--- src/rtl/regfile_wb_arbiter.sv ---
// regfile_wb_arbiter
//   Shares the single write port of the 32x32 register file between the
//   in-order pipeline writeback stage (always highest priority) and a
//   multi-cycle result source. Multi-cycle results wait in a small FIFO.
//   Live FIFO entries are published as a busy mask for the hazard unit.
//   A FIFO head that has been blocked for too long raises a stall request.
//   Outputs are registered at posedge. The register file captures them on
//   the following negedge.
//
// Ports
//   clk, rst_n            clock (posedge), asynchronous active-low reset
//   wb_we/wb_addr/wb_data pipeline writeback request (wb_addr 0 = no request)
//   mc_valid/mc_addr/     multi-cycle result offer; mc_ready = FIFO not full
//   mc_data/mc_ready
//   wreg/writeReg/regData registered register-file write port
//   busy                  bit r set while a live FIFO entry targets register r
//   stall_req             registered request to freeze the pipeline
//   protocol_err          sticky: wb_we seen while stall_req was high
module regfile_wb_arbiter #(
  parameter int DEPTH    = 2,
  parameter int MAX_WAIT = 4,
  parameter int DATA_W   = 32
) (
  input  logic              clk,
  input  logic              rst_n,
  input  logic              wb_we,
  input  logic [4:0]        wb_addr,
  input  logic [DATA_W-1:0] wb_data,
  input  logic              mc_valid,
  output logic              mc_ready,
  input  logic [4:0]        mc_addr,
  input  logic [DATA_W-1:0] mc_data,
  output logic              wreg,
  output logic [4:0]        writeReg,
  output logic [DATA_W-1:0] regData,
  output logic [31:0]       busy,
  output logic              stall_req,
  output logic              protocol_err
);

  localparam int PTR_W = (DEPTH > 1) ? $clog2(DEPTH) : 1;
  localparam int CNT_W = $clog2(DEPTH + 1);

  function automatic logic [PTR_W-1:0] next_ptr(input logic [PTR_W-1:0] p);
    return (p == PTR_W'(DEPTH - 1)) ? '0 : p + PTR_W'(1);
  endfunction

  function automatic logic [3:0] sat_inc(input logic [3:0] v);
    return (v >= 4'(MAX_WAIT)) ? 4'(MAX_WAIT) : v + 4'd1;
  endfunction

  logic [PTR_W-1:0]  rd_ptr_q, rd_ptr_d;
  logic [PTR_W-1:0]  wr_ptr_q, wr_ptr_d;
  logic [CNT_W-1:0]  count_q, count_d;
  logic [DEPTH-1:0]  occ_q, occ_d;
  logic [DEPTH-1:0]  killed_q, killed_d;
  logic [4:0]        addr_q [DEPTH];
  logic [DATA_W-1:0] data_q [DEPTH];
  logic [3:0]        wait_q, wait_d;
  logic              stall_q, stall_d;
  logic              perr_q, perr_d;

  logic              vld_p0, vld_p1;
  logic [4:0]        waddr_p0, waddr_p1;
  logic [DATA_W-1:0] wdata_p0, wdata_p1;

  logic wb_req, fifo_full, fifo_empty, accept, pop, bypass, enq, head_live;
  logic [31:0] busy_v;

  // ---- stage p0: grant decision and FIFO next state ----
  always_comb begin
    fifo_full  = (count_q == CNT_W'(DEPTH));
    fifo_empty = (count_q == '0);
    wb_req     = wb_we && (wb_addr != 5'd0);
    accept     = mc_valid && !fifo_full;
    pop        = !wb_req && !fifo_empty;
    bypass     = !wb_req && fifo_empty && accept && (mc_addr != 5'd0);
    // zero-address results are accepted and silently dropped
    enq        = accept && (mc_addr != 5'd0) && !bypass;
    head_live  = !killed_q[rd_ptr_q];
  end

  always_comb begin
    rd_ptr_d = rd_ptr_q;
    wr_ptr_d = wr_ptr_q;
    count_d  = count_q;
    occ_d    = occ_q;
    killed_d = killed_q;
    // a granted pipeline write supersedes every older queued write to that register
    if (wb_req) begin
      for (int i = 0; i < DEPTH; i++) begin
        if (occ_q[i] && (addr_q[i] == wb_addr)) killed_d[i] = 1'b1;
      end
    end
    if (pop) begin
      occ_d[rd_ptr_q] = 1'b0;
      rd_ptr_d        = next_ptr(rd_ptr_q);
    end
    // a same-cycle enqueue is newer than the pipeline write, so it stays live
    if (enq) begin
      occ_d[wr_ptr_q]    = 1'b1;
      killed_d[wr_ptr_q] = 1'b0;
      wr_ptr_d           = next_ptr(wr_ptr_q);
    end
    if (enq && !pop)      count_d = count_q + CNT_W'(1);
    else if (!enq && pop) count_d = count_q - CNT_W'(1);

    wait_d  = (pop || fifo_empty) ? 4'd0 : sat_inc(wait_q);
    stall_d = !pop && (wait_q == 4'(MAX_WAIT));
    perr_d  = perr_q || (wb_we && stall_q);
  end

  always_comb begin
    vld_p0   = 1'b0;
    waddr_p0 = waddr_p1;
    wdata_p0 = wdata_p1;
    if (wb_req) begin
      vld_p0   = 1'b1;
      waddr_p0 = wb_addr;
      wdata_p0 = wb_data;
    end else if (pop) begin
      // a killed head is still popped but produces no write
      if (head_live) begin
        vld_p0   = 1'b1;
        waddr_p0 = addr_q[rd_ptr_q];
        wdata_p0 = data_q[rd_ptr_q];
      end
    end else if (bypass) begin
      vld_p0   = 1'b1;
      waddr_p0 = mc_addr;
      wdata_p0 = mc_data;
    end
  end

  always_comb begin
    busy_v = '0;
    for (int i = 0; i < DEPTH; i++) begin
      if (occ_q[i] && !killed_q[i]) busy_v[addr_q[i]] = 1'b1;
    end
    busy_v[0] = 1'b0;
  end

  // ---- stage p1: registered write port and control state ----
  always_ff @(posedge clk or negedge rst_n) begin
    if (!rst_n) begin
      rd_ptr_q <= '0;
      wr_ptr_q <= '0;
      count_q  <= '0;
      occ_q    <= '0;
      killed_q <= '0;
      wait_q   <= '0;
      stall_q  <= 1'b0;
      perr_q   <= 1'b0;
      vld_p1   <= 1'b0;
      waddr_p1 <= '0;
      wdata_p1 <= '0;
    end else begin
      rd_ptr_q <= rd_ptr_d;
      wr_ptr_q <= wr_ptr_d;
      count_q  <= count_d;
      occ_q    <= occ_d;
      killed_q <= killed_d;
      wait_q   <= wait_d;
      stall_q  <= stall_d;
      perr_q   <= perr_d;
      vld_p1   <= vld_p0;
      waddr_p1 <= waddr_p0;
      wdata_p1 <= wdata_p0;
    end
  end

  always_ff @(posedge clk) begin
    if (enq) begin
      addr_q[wr_ptr_q] <= mc_addr;
      data_q[wr_ptr_q] <= mc_data;
    end
  end

  assign mc_ready     = !fifo_full;
  assign busy         = busy_v;
  assign wreg         = vld_p1;
  assign writeReg     = waddr_p1;
  assign regData      = wdata_p1;
  assign stall_req    = stall_q;
  assign protocol_err = perr_q;

endmodule
--- config.mk ---
export PLATFORM = sky130hd
export DESIGN_NAME = regfile_wb_arbiter
export DESIGN_NICKNAME = d
export VERILOG_FILES = /design/src/rtl/regfile_wb_arbiter.sv
export SDC_FILE = /design/constraint.sdc
export NUM_CORES = 1
export LEC_CHECK = 0
export CORE_ASPECT_RATIO = 1.5
export CORE_MARGIN = 1
export CORE_UTILIZATION = 45
export DETAILED_ROUTE_END_ITERATION = 12
export DONT_BUFFER_PORTS = 1
export SYNTH_ARGS = -nofsm -noshare
export SYNTH_HDL_FRONTEND = slang
export SYNTH_SLANG_ARGS = --single-unit
--- constraint.sdc ---
create_clock -name clk -period 3.1 [get_ports clk]
set_input_delay 0.62 -clock clk [delete_from_list [all_inputs] [get_ports clk]]
set_output_delay 0.62 -clock clk [all_outputs]
set_load 0.1 [all_outputs]
# After elaboration in Yosys (flattened, before gate mapping)
# Memories as Yosys holds them, arrays and structs flattened.
# Index checks and enable logic that the tools add are counted.
# op_classes
addsub,5
n_lt_le_gt_ge,9
n_eq_ne,5
muxes,38
bitwise,6
reduce_logical,36
# op_table
operator,n
32-bit 2-to-1 mux,6
32-bit bitwise OR,1
1-bit logical AND,20
5-bit 2-to-1 mux,4
1-bit 2-to-1 mux,16
"5-bit by 6-bit less-than comparator with 1-bit output, second input constant",2
2-bit 2-to-1 mux,6
1-bit demux with 5-bit select,2
5-bit == test,2
"5-bit by 1-bit >= comparator with 1-bit output, second input constant",2
5-bit nonzero test,2
1-bit zero test,8
4-bit 2-to-1 mux,2
"4-bit by 1-bit adder with 4-bit output, second input constant",1
2-bit AND,2
"4-bit by 3-bit == test with 1-bit output, second input constant",1
"4-bit by 3-bit >= comparator with 1-bit output, second input constant",1
"1-bit by 2-bit less-than comparator with 1-bit output, second input constant",2
2-bit NOT,2
"3-bit inequality test, second input constant",1
3-bit nonzero test,1
"1-bit adder, second input constant",2
"2-bit by 1-bit adder with 2-bit output, second input constant",1
1-bit demux with 1-bit select,2
8 further kinds,10
# totals
ff_bits,52
mem_bits_rw,74
in_bits,78
out_inout_bits,73
mem_count,2
# memory_table
memory,words,width,rd,rd_ports_with_merged_regs,write_ports,line,source
data_q,2,32,1,0,1,58,logic [DATA_W-1:0] data_q [DEPTH];
addr_q,2,5,3,0,1,57,logic [4:0] addr_q [DEPTH];

# Longest topological paths before layout
# Gate-level depths: netlist (run 1).
# depth
word_depth,12
ltp_mapped,9
ltp_nobuf,8

# Worst setup path before layout (run 1)
# No wires, ideal clock.
# synth_path
path_kind,input to register
startpoint,in wb_we
endpoint,mem addr_q[0][0] (enable)
arrival_time_ns,2.870
path_slack_ns,-0.201
path_stages,5
path_buffers,1
path_cell_list,clkbuf_1 nor2b_1 o21ai_0 a21o_1 nor2_1
# synth_between
elab_chain_cells,9
# synth_lines
item,line,source
"start, declared",26,"input logic wb_we,"
1-bit logical AND,74,wb_req = wb_we && (wb_addr != 5'd0);
1-bit zero test,77,bypass = !wb_req && fifo_empty && accept && (mc_addr != 5'd0);
1-bit logical AND (3 in series),77,
1-bit zero test,79,enq = accept && (mc_addr != 5'd0) && !bypass;
1-bit logical AND,79,
1-bit 2-to-1 mux,173,if (enq) begin
1-bit 2-to-1 mux (implied by the code),174,addr_q[wr_ptr_q] <= mc_addr;
"end, declared",57,
# Every way passes these cells.

# Worst setup path in the final report (run 1)
# layout_path
startpoint,reg killed_q[0]
endpoint,out busy[1]
# layout_between
elab_chain_cells,5
# layout_lines
item,line,source
"start, declared",56,"logic [DEPTH-1:0] killed_q, killed_d;"
"start signal, assigned",162,killed_q <= killed_d;
1-bit zero test *,138,if (occ_q[i] && !killed_q[i]) busy_v[addr_q[i]] = 1'b1;
1-bit logical AND *,138,
32-bit 2-to-1 mux *,138,
32-bit bitwise OR (no source line),n/a,
32-bit 2-to-1 mux *,138,
"end, declared",36,"output logic [31:0] busy,"
# Every way passes the cells marked *; elsewhere a longest branch is shown, timed or not.

==> metrics.cfg, run 1 <==
[finish]
fin_nets = 616
instances_no_fill = 707
layout_common_cells = 74 x edfxtp_1, 61 x mux2i_1, 51 x dfrtp_1, 41 x buf_4
layout_commonest_cell = edfxtp_1
diodes = 0
final_layout_size_suffix_gt1_share_pct = 21.7
final_area_um2 = 7220
area_delta_synth_final_pct = 18.4

[power_and_ir_drop]
p_sw_share_pct = 52.2
p_comb_share_pct = 27.5
p_int_mw = 4.29
switchingPower_mw = 4.68
ir_drop_uv = 649
p_leak_nw = 2.71
power_density_nw_per_um2 = 1240
seqPwrFrac_pct = 51.0
clkPwrFrac_pct = 21.5

[route]
drc = 0
detail_route.wl_per_cell_um = 22.8
vias = 4408
viasPerCell = 6.23
drtPass1Iterations = 5
final_antenna_net_count = 0
drt_iter0_markers = 173
wirelength_um = 16100

[die]
die_h_um = 145
rows = 51
dieArea_um2 = 14000
fp.dieW_um = 97.1
ioPinCount = 151
core_area_um2 = 13100
initial_core_util_pct = 46.6

[outcome]
status = complete, no violations

[critical_path]
criticalPathCategory = flop to output port
arrival_ns = 2.17
reg2reg_slack_ns = 0.59
endpoint = busy[1]
critPathMaxFanout = 8
critPathRequiredTime_ns = 2.48
reg2reg_from = count_q[1]$_DFFE_PN0P_
critPathLaunchType = flop
rr_endpoint = regData[4]$_DFFE_PN0P_
crit_path_end_kind = output port
reg2regPathDepth = 5
critPathLaunch = killed_q[0]$_DFF_PN0_

[placed_design]
finalWeightedCongestion = 0.879
dp_hpwl_um = 10700
dp_cells = 674
place_area_um2 = 6620
portBuffers = 0
preCtsSetupSlack_ns = 0.590

[logic_synthesis]
yosysSeqAreaShare_pct = 57.8
synth_seq_cells = 126
synth_cells = 521
synth_compound_area_share_pct = 12.1
synthSimpleGateAreaFrac_pct = 12.4
synth_top_family_by_area = simple AND/OR/NAND/NOR gates
synth.distinct_cells = 53
synth_xor_area_share_pct = 2.15
yosysWarningCount = 0
synth-adder-area-share_pct = 0.616
synthFlopType = edfxtp_1
muxShareOfSynthArea_pct = 11.0
synth_async_sr_flop_share_pct = 41.3
synth_edf_count = 74
avgSynthCellArea_um2 = 11.7
synthesis.area_um2 = 6100

[timing]
relSlewSlack_pct = 20.0
tns_ns = 0
max_clock_freq_ghz = 0.358
period_share_pct = 90.1
whs_ns = 0.0713
setup_slack_ns = 0.308
finClkSkew_ns = 0.0131
period_needed_ns = 2.79
finalHoldViolCount = 0
max_slew.worst_pin.slew_ns = 1.20
setup_viol = 0
rsz0062_at_grt = false
maxSlewViolCount = 0

[clocking]
clk_pin_slew_worst_paths_ns = 0.06
cts_buffer_depth = 2
h-tree-depth = 4
numCtsBuffers = 17
postCtsResizedCells = 0
cts_root_buf = clkbuf_16
cts_tree = built
cts_num_sinks = 126
insertion_delay_ns = 0.41

[worst_hold_path]
hold_path.class = input pin to async pin

[grt]
overflow = 0
grt_pass1_vias = 4572
antenna_found_initial = 0
grt_max_degree = 53
grt_usage_pct = 23.1
grt_pass1_wl_um = 24800

[flow_run]
cap_viol_max_count = 0

layout make-up:
| type | instances | area, um2 |
|---|---|---|
| multi-input cells | 341 | 2560 |
| inverters | 7 | 28.8 |
| fillers | 1104 | 5860 |
| flip-flops and latches | 126 | 3520 |
| clock inverters | 14 | 141 |
| well taps | 159 | 199 |
| repair buffers | 42 | 335 |
| clock buffers | 18 | 429 |
synth_stat cells, types with 7 or more instances:
cell       n  area (um2)
nand4_1   28         175
clkbuf_1  32         120
dfrtp_1   52        1300
xor2_1    10        87.6
buf_2      7        35.0
o22ai_1   31         194
nor2_1    16        60.1
nand2_1   11        41.3
mux2i_1   61         611
edfxtp_1  74        2220
a21oi_1   34         170
nor3_1    34         170
o21ai_0   32         160
worst min-delay path by stage:
stage               startpoint                 endpoint  slack, ns
floorplan                rst_n   count_q[0]$_DFFE_PN0P_       0.32
global placement         rst_n  writeReg[4]$_DFFE_PN0P_       0.33
detailed placement       rst_n  writeReg[4]$_DFFE_PN0P_       0.33
CTS                      rst_n  regData[19]$_DFFE_PN0P_       0.07
global route             rst_n  regData[28]$_DFFE_PN0P_       0.08
finish                   rst_n  regData[25]$_DFFE_PN0P_       0.07
metal layers:
layer  GRT usage (%)  routed length [um]  up-vias
li1                -                   -     2020
met1            24.1                5960     2178
met2            43.1                8650      179
met3            6.48                1090       31
met4            10.2                 390        0
met5               0                   0        -
worst max-delay path, cell delays in order, from the launching register on:
cell	delay, ns
dfrtp_1	0.42
nand2b_1	0.19
or3b_2	0.61
o22ai_2	0.21
buf_4	0.32
sequential cells by signal, indices dropped and copies added (netlist names):
register	flops
addr_q	10
count_q	2
data_q	64
killed_q	2
occ_q	2
protocol_err	1
rd_ptr_q	1
regData	32
stall_req	1
wait_q	4
wr_ptr_q	1
wreg	1
writeReg	5
repair_timing:
| action | 4_1_cts | 5_1_grt |
|---|---|---|
| endpoints found under the hold margin | 52 | 0 |
| hold buffers | 1 | 0 |
| setup buffers | 0 | 0 |
| setup endpoints to repair | 0 | 0 |
power groups by stage:
stage / combinational, mW / clock [mW] / sequential, mW
finish: 2.47 / 1.92 / 4.57
detailed placement: 2.47 / 0 / 4.61
CTS: 2.49 / 1.95 / 4.58
floorplan: 1.94 / 0 / 4.44
global placement: 2.42 / 0 / 4.59
global route: 2.68 / 2.02 / 4.62
stage by stage:
step / util, % / total power [mW]
finish: 55.2 / 8.97
floorplan: - / 6.38
global placement: 50.6 / 7.01
global route: 55.2 / 9.32
detailed placement: 50.6 / 7.08
CTS: 55.2 / 9.02
logic make-up (layout without fill, tap and decap cells):
group                      Yosys count  in the layout
and+or+nand+nor                    132            132
xor gates and xnor gates            15             15
buffers and inverters               55             81
other                                1              2
adders and majority gates            3              3
AOI/OAI and AO/OA                  124            124
DFF                                126            126
muxes                               65             65
Power figures use the tool's default switching activity.
==> inputs of run 2 (changes only) <==
--- a/config.mk
+++ b/config.mk
@@ -5,6 +5,7 @@
 export SDC_FILE = /design/constraint.sdc
 export NUM_CORES = 1
 export LEC_CHECK = 0
+export ABC_AREA = 1
 export CORE_ASPECT_RATIO = 1.5
 export CORE_MARGIN = 1
 export CORE_UTILIZATION = 45
==> metrics.cfg, run 2 <==
[clocking]
numCtsBuffers = 17  ; unchanged
cts_tree = built
clk_pin_slew_worst_paths_ns = 0.06  ; about the same
cts_buffer_depth = 2  ; unchanged
insertion_delay_ns = 0.42  ; about the same
cts_root_buf = clkbuf_16
cts_num_sinks = 126  ; unchanged
h-tree-depth = 4  ; unchanged
postCtsResizedCells = 0  ; unchanged
cts_setup_buffers = 0  ; unchanged

[outcome]
status = complete, no violations

[critical_path]
cp_slowest_stage_delay_ns = 0.74  ; +0.13 ns
cpMaxStageDelayCell = nor4_2
criticalPathCategory = flop to output port
arrival_ns = 2.21  ; +0.04 ns
crit_path_end_kind = output port
critPathLaunchType = flop
critPathMaxFanout = 8  ; unchanged
path_cells = inv_1 > nor4_2 > nand2_1 > o21ai_2 > buf_4
critPathRequiredTime_ns = 2.48  ; about the same

[logic_synthesis]
yosys-top-cells-area = edfxtp_1 35%, dfrtp_1 20%, nand2_1 14%
yosysSeqAreaShare_pct = 55.2  ; -2.6 points
yosysTopAreaCellShare_pct = 34.8  ; -1.6 points
avgSynthCellArea_um2 = 8.54  ; -27%
synth_most_common_cell = nand2_1
synth.distinct_cells = 33  ; -38%
synth_cells = 747  ; +43%
synthFlopType = edfxtp_1
synth_edf_count = 74  ; unchanged
synth_commonest_cells = 241 x nand2_1, 81 x inv_1, 74 x edfxtp_1
yosysWarningCount = 0  ; unchanged
yosys.area.top_type = edfxtp_1
synth_async_sr_flop_share_pct = 41.3  ; unchanged
synth-adder-area-share_pct = 0.588  ; -0.027 points
muxShareOfSynthArea_pct = 0  ; -11 points
synth_top_family_by_area = simple AND/OR/NAND/NOR gates
synth_xor_area_share_pct = 0.823  ; -1.3 points
synthesis.area_um2 = 6380  ; +4.7%
synth_compound_area_share_pct = 7.57  ; -4.5 points
synth_seq_cells = 126  ; unchanged
synthSimpleGateAreaFrac_pct = 27.7  ; +15 points

[die]
core_area_um2 = 13700  ; +4.4%
ioPinCount = 151  ; unchanged
die_h_um = 148  ; +2.3%
fp.dieW_um = 99.2  ; +2.3%
rows = 52  ; +2.0%
dieArea_um2 = 14700  ; +4.6%
initial_core_util_pct = 46.7  ; +0.094 points

[timing]
period_needed_ns = 2.83  ; +0.0432 ns
relSlewSlack_pct = 33.9  ; +14 points
maxSlewViolCount = 0  ; unchanged
max_clock_freq_ghz = 0.353  ; -1.5%
setup_viol = 0  ; unchanged
finalHoldViolCount = 0  ; unchanged
max_slew.worst_pin.slew_ns = 0.992  ; -0.205 ns
rsz0062_at_grt = false
finClkSkew_ns = 0.0113  ; -0.00178 ns
period_share_pct = 91.4  ; +1.4 points
setup_slack_ns = 0.265  ; -0.0432 ns

[finish]
top_register = data_q
area_delta_synth_final_pct = 16.5
final_core_util_pct = 54.4  ; -0.77 points
final_layout_size_suffix_gt1_share_pct = 15.9  ; -5.8 points
fillers = 1250  ; +13%
layout_commonest_cell = nand2_1
fin_nets = 853  ; +38%
diodes = 0  ; unchanged
layout_common_cells = 241 x nand2_1, 79 x inv_1, 74 x edfxtp_1, 68 x nand3_1, 53 x nor2_1
instances_no_fill = 947  ; +34%
largest_reg_flops = 64  ; unchanged

[power_and_ir_drop]
clkPwrFrac_pct = 20.3  ; -1.2 points
power_density_nw_per_um2 = 1190  ; -4.5%
seqPwrFrac_pct = 51.6  ; +0.6 points
p_int_mw = 4.03  ; -6.0%
p_comb_share_pct = 28.1  ; +0.6 points
ir_drop_uv = 919  ; +42%
switchingPower_mw = 4.79  ; +2.3%
p_sw_share_pct = 54.3  ; +2.1 points
p_leak_nw = 3.36  ; +24%

[route]
drt_iter0_markers = 268  ; +55%
viasPerCell = 5.40  ; -13%
drc = 0  ; unchanged
vias = 5115  ; +16%
wirelength_um = 17500  ; +8.5%
detail_route.wl_per_cell_um = 18.4  ; -19%
drtPass1Iterations = 5  ; unchanged
final_antenna_net_count = 0  ; unchanged

[flow_run]
cap_viol_max_count = 0  ; unchanged

[grt]
grt_pass1_vias = 5083  ; +11%
grt_pass1_wl_um = 27600  ; +12%
antenna_found_initial = 1  ; +1
overflow = 0  ; unchanged
grt_max_degree = 74  ; +40%
grt_usage_pct = 25.0  ; +1.9 points

[placed_design]
finalWeightedCongestion = 0.943  ; +7.3%
portBuffers = 0  ; unchanged
dp_cells = 914  ; +36%
preCtsSetupSlack_ns = 0.659  ; +0.0691 ns
dp_hpwl_um = 12300  ; +14%

[worst_hold_path]
hold_path.class = input pin to async pin

==> run 2: changes by cell type in the layout (fill, tap and decap cells not counted), moves of 10 or more <==
| cell | previous run | this run |
|---|---|---|
| mux2i_1 | 61 | 0 |
| nand2_1 | 11 | 241 |
| nor2_1 | 14 | 53 |
| a21oi_1 | 34 | 4 |
| nand4_1 | 28 | 2 |
| inv_1 | 6 | 79 |
| o21ai_2 | 0 | 14 |
| o22ai_2 | 31 | 17 |
| nor3_1 | 34 | 9 |
| nand3_1 | 5 | 68 |
| xor2_1 | 10 | 0 |
| nand3b_1 | 6 | 17 |
==> run 2: worst paths after layout <==
| kind | start | endpoint | slack [ns] | cells after the start |
|---|---|---|---|---|
| worst min register to register | wait_q[3]$_DFF_PN0_ | stall_req$_DFF_PN0_ | 0.45 | 1 |
| max in group asynchronous | rst_n | rd_ptr_q$_DFFE_PN0N_ | 2.76 | 1 |
| worst max register to register | count_q[1]$_DFFE_PN0P_ | regData[31]$_DFFE_PN0P_ | 0.83 | 7 |
| worst max-delay path | addr_q[0][0]$_DFFE_PP_ | busy[19] | 0.27 | 5 |
| min in group clk | mc_data[27] | data_q[1][27]$_DFFE_PP_ | 0.30 | 0 |
| worst min-delay path | rst_n | regData[22]$_DFFE_PN0P_ | 0.06 | 1 |
==> run 2: power by group through the flow <==
stage	Clock, mW	Combinational (mW)	Sequential, mW
floorplan	0	1.93	4.47
global placement	0	2.42	4.58
detailed placement	0	2.48	4.58
CTS	1.82	2.50	4.56
global route	1.88	2.77	4.61
finish	1.79	2.48	4.55
==> run 2: metal layers <==
metal	up-vias	track usage [%]	wire, um	share of wire, %
met5	-	0	16	0.092
met4	2	10.2	480	2.7
met3	35	8.94	1460	8.3
met2	200	45.0	9190	53
met1	2391	26.2	6320	36
li1	2487	-	-	-
==> run 2: logic make-up (layout without fill, tap and decap cells) <==
group                      after synthesis  after routing
AOI/OAI and AO/OA                       85             85
xor gates and xnor gates                 6              6
adders and majority gates                3              3
buffers and inverters                  118            155
DFF                                    126            126
other                                    1              2
and+or+nand+nor                        408            408
==> run 2: metrics by stage <==
stage | total power [mW] | instance area, um2 | TNS, ns | hold WS (ns)
after floorplan | 6.40 | 6390 | -1.73 | 0.324
after global placement | 7.00 | 6870 | 0 | 0.326
after detailed placement | 7.06 | 6870 | 0 | 0.326
after CTS | 8.88 | 7430 | 0 | 0.0646
after global routing | 9.26 | 7430 | 0 | 0.0690
final | 8.82 | 7430 | 0 | 0.0632
==> run 2: worst max-delay path: cells and delay by family (launching register included) <==
kind	cells	cell delay (ns)
AO/OA/AOI/OAI	1	0.10
buffers and inverters	2	0.44
AND/OR/NAND/NOR	2	0.90
flip-flops	1	0.37
==> run 2: layout make-up <==
class                      count  area [um2]  area share (%)
sequential                   126        3520            47.4
multi-input combinational    504        2510            33.8
clock buffer                  18         429            5.77
timing repair buffer          40         345            4.64
inverter                      83         312            4.19
tap                          162         203            2.73
clock inverter                14         106            1.43
==> run 2: repair_timing <==
action / in CTS / in global routing
hold endpoints to repair: 52 / 0
endpoints found under the setup margin: 0 / 0
hold buffers: 1 / 0
==> inputs of run 3 (changes only) <==
--- a/config.mk
+++ b/config.mk
@@ -5,8 +5,8 @@
 export SDC_FILE = /design/constraint.sdc
 export NUM_CORES = 1
 export LEC_CHECK = 0
-export ABC_AREA = 1
-export CORE_ASPECT_RATIO = 1.5
+export ABC_AREA = 0
+export CORE_ASPECT_RATIO = 0.9
 export CORE_MARGIN = 1
 export CORE_UTILIZATION = 45
 export DETAILED_ROUTE_END_ITERATION = 12
==> metrics.cfg, run 3 (synthesis gave the netlist of run 1 again) <==
[clocking]
cts_root_buf = clkbuf_16
insertion_delay_ns = 0.42  ; about the same
cts_tree = built
cts_buffer_depth = 2  ; unchanged
numCtsBuffers = 17  ; unchanged
clk_pin_slew_worst_paths_ns = 0.05  ; about the same
postCtsResizedCells = 0  ; unchanged
h-tree-depth = 4  ; unchanged
cts_num_sinks = 126  ; unchanged

[die]
fp.dieW_um = 125  ; +26%
ioPinCount = 151  ; unchanged
rows = 39  ; -25%
die_h_um = 112  ; -24%
initial_core_util_pct = 47.2  ; +0.45 points
dieArea_um2 = 14000  ; -4.4%
core_area_um2 = 12900  ; -5.4%

[grt]
grt_pass1_vias = 4454  ; -12%
overflow = 0  ; unchanged
grt_max_degree = 53  ; -28%
grt_usage_pct = 23.0  ; -2.0 points
antenna_found_initial = 0  ; -1
grt_pass1_wl_um = 24500  ; -12%

[route]
final_antenna_net_count = 0  ; unchanged
wirelength_um = 15500  ; -11%
drt_iter0_markers = 267  ; -0.37%
vias = 4384  ; -14%
detail_route.wl_per_cell_um = 21.8  ; +18%
viasPerCell = 6.14  ; +14%
drc = 0  ; unchanged
drtPass1Iterations = 4  ; -1

[finish]
final_area_um2 = 7220  ; -2.9%
diodes = 0  ; unchanged
top_register = data_q
layout_common_cells = 74 x edfxtp_1, 61 x mux2i_1, 51 x dfrtp_1, 44 x buf_4
final_layout_size_suffix_gt1_share_pct = 21.5  ; +5.5 points
instances_no_fill = 714  ; -25%
area_delta_synth_final_pct = 18.4
fin_nets = 619  ; -27%
largest_reg_flops = 64  ; unchanged
layout_commonest_cell = edfxtp_1

[critical_path]
critPathRequiredTime_ns = 2.48  ; about the same
cp_slowest_stage_delay_ns = 0.61  ; -0.13 ns
critPathMaxFanout = 8  ; unchanged
critPathLaunchType = flop
crit_path_end_kind = output port
arrival_ns = 2.19  ; -0.02 ns
cpMaxStageDelayCell = or3b_2
path_cells = nand2b_1 > or3b_2 > o22ai_2 > buf_4
criticalPathCategory = flop to output port

[placed_design]
portBuffers = 0  ; unchanged
finalWeightedCongestion = 0.875  ; -7.2%
dp_hpwl_um = 10400  ; -16%
dp_cells = 682  ; -25%
preCtsSetupSlack_ns = 0.574  ; -0.0842 ns
place_area_um2 = 6650  ; -3.2%

[power_and_ir_drop]
p_leak_nw = 2.72  ; -19%
power_density_nw_per_um2 = 1230  ; +3.4%
ir_drop_uv = 808  ; -12%

[flow_run]
cap_viol_max_count = 0  ; unchanged

[timing]
setup_slack_ns = 0.290  ; +0.0248 ns
period_share_pct = 90.6  ; -0.80 points
finClkSkew_ns = 0.0141  ; +0.00280 ns
max_clock_freq_ghz = 0.356  ; +0.88%
setup_viol = 0  ; unchanged
maxSlewViolCount = 0  ; unchanged
rsz0062_at_grt = false
relSlewSlack_pct = 21.9  ; -12 points
max_slew.worst_pin.slew_ns = 1.17  ; +0.177 ns
period_needed_ns = 2.81  ; -0.0248 ns
finalHoldViolCount = 0  ; unchanged

[outcome]
status = complete, no violations

[worst_hold_path]
hold_path.class = input pin to async pin

==> run 3: changes by cell type in the layout (fill, tap and decap cells not counted), sizes merged, moves of 25 or more <==
cell | before | now
nand2 | 243 | 11
inv | 89 | 7
nand3 | 70 | 5
mux2i | 0 | 61
nor2 | 56 | 16
a21oi | 4 | 34
nand4 | 2 | 28
nor3 | 9 | 34
==> run 3: worst paths after layout <==
check                           cells after the start              startpoint  slack (ns)                 endpoint
worst max-delay path                                4   killed_q[0]$_DFF_PN0_        0.29                  busy[9]
worst min-delay path                                1                   rst_n        0.07  regData[18]$_DFFE_PN0P_
worst max register to register                      4  count_q[1]$_DFFE_PN0P_        0.71   data_q[0][5]$_DFFE_PP_
worst min register to register                      2     wait_q[0]$_DFF_PN0_        0.57      wait_q[0]$_DFF_PN0_
max in group asynchronous                           1                   rst_n        2.78     rd_ptr_q$_DFFE_PN0N_
min in group clk                                    0             mc_data[29]        0.30  data_q[0][29]$_DFFE_PP_
==> run 3: worst max-delay path, delay by kind of cell (launching register included) <==
kind / cells / cell delay, ns
AND/OR/NAND/NOR: 2 / 0.80
buffers and inverters: 1 / 0.32
flip-flops: 1 / 0.42
AO/OA/AOI/OAI: 1 / 0.23
==> run 3: repair_timing <==
action                                 CTS  global route
hold buffers                             1             0
setup endpoints to repair                0             0
endpoints found under the hold margin   52             0
buffers inserted                         0             0
==> run 3: through the flow <==
stage | TNS (ns) | util, % | hold WS (ns) | total power, mW
after CTS | 0 | 55.8 | 0.0629 | 8.91
after global routing | 0 | 55.8 | 0.0662 | 9.25
after detailed placement | 0 | 51.4 | 0.326 | 7.07
after global placement | 0 | 51.4 | 0.326 | 7.01
final | 0 | 55.8 | 0.0734 | 8.86
after floorplan | -16.59 | - | 0.324 | 6.38
==> run 3: power by group <==
part / switching (mW) / internal [mW]
Combinational: 1.56 / 0.832
Clock: 0.666 / 1.15
Sequential: 2.36 / 2.29
==> run 3: metal layers <==
metal  track usage [%]  vias to the layer above  wire length [um]
met4              6.99                        0               166
met5                 0                        -                 0
li1                  -                     2035                 -
met2              37.7                      161              7630
met1              28.0                     2176              6500
met3              8.82                       12              1250
==> run 3: cell type report <==
cell class | instances | area (um2)
fill | 1090 | 5710
sequential | 126 | 3520
multi-input combinational | 341 | 2560
clock buffer | 24 | 482
timing repair buffer | 45 | 358
tap | 164 | 205
clock inverter | 7 | 63.8
inverter | 7 | 28.8
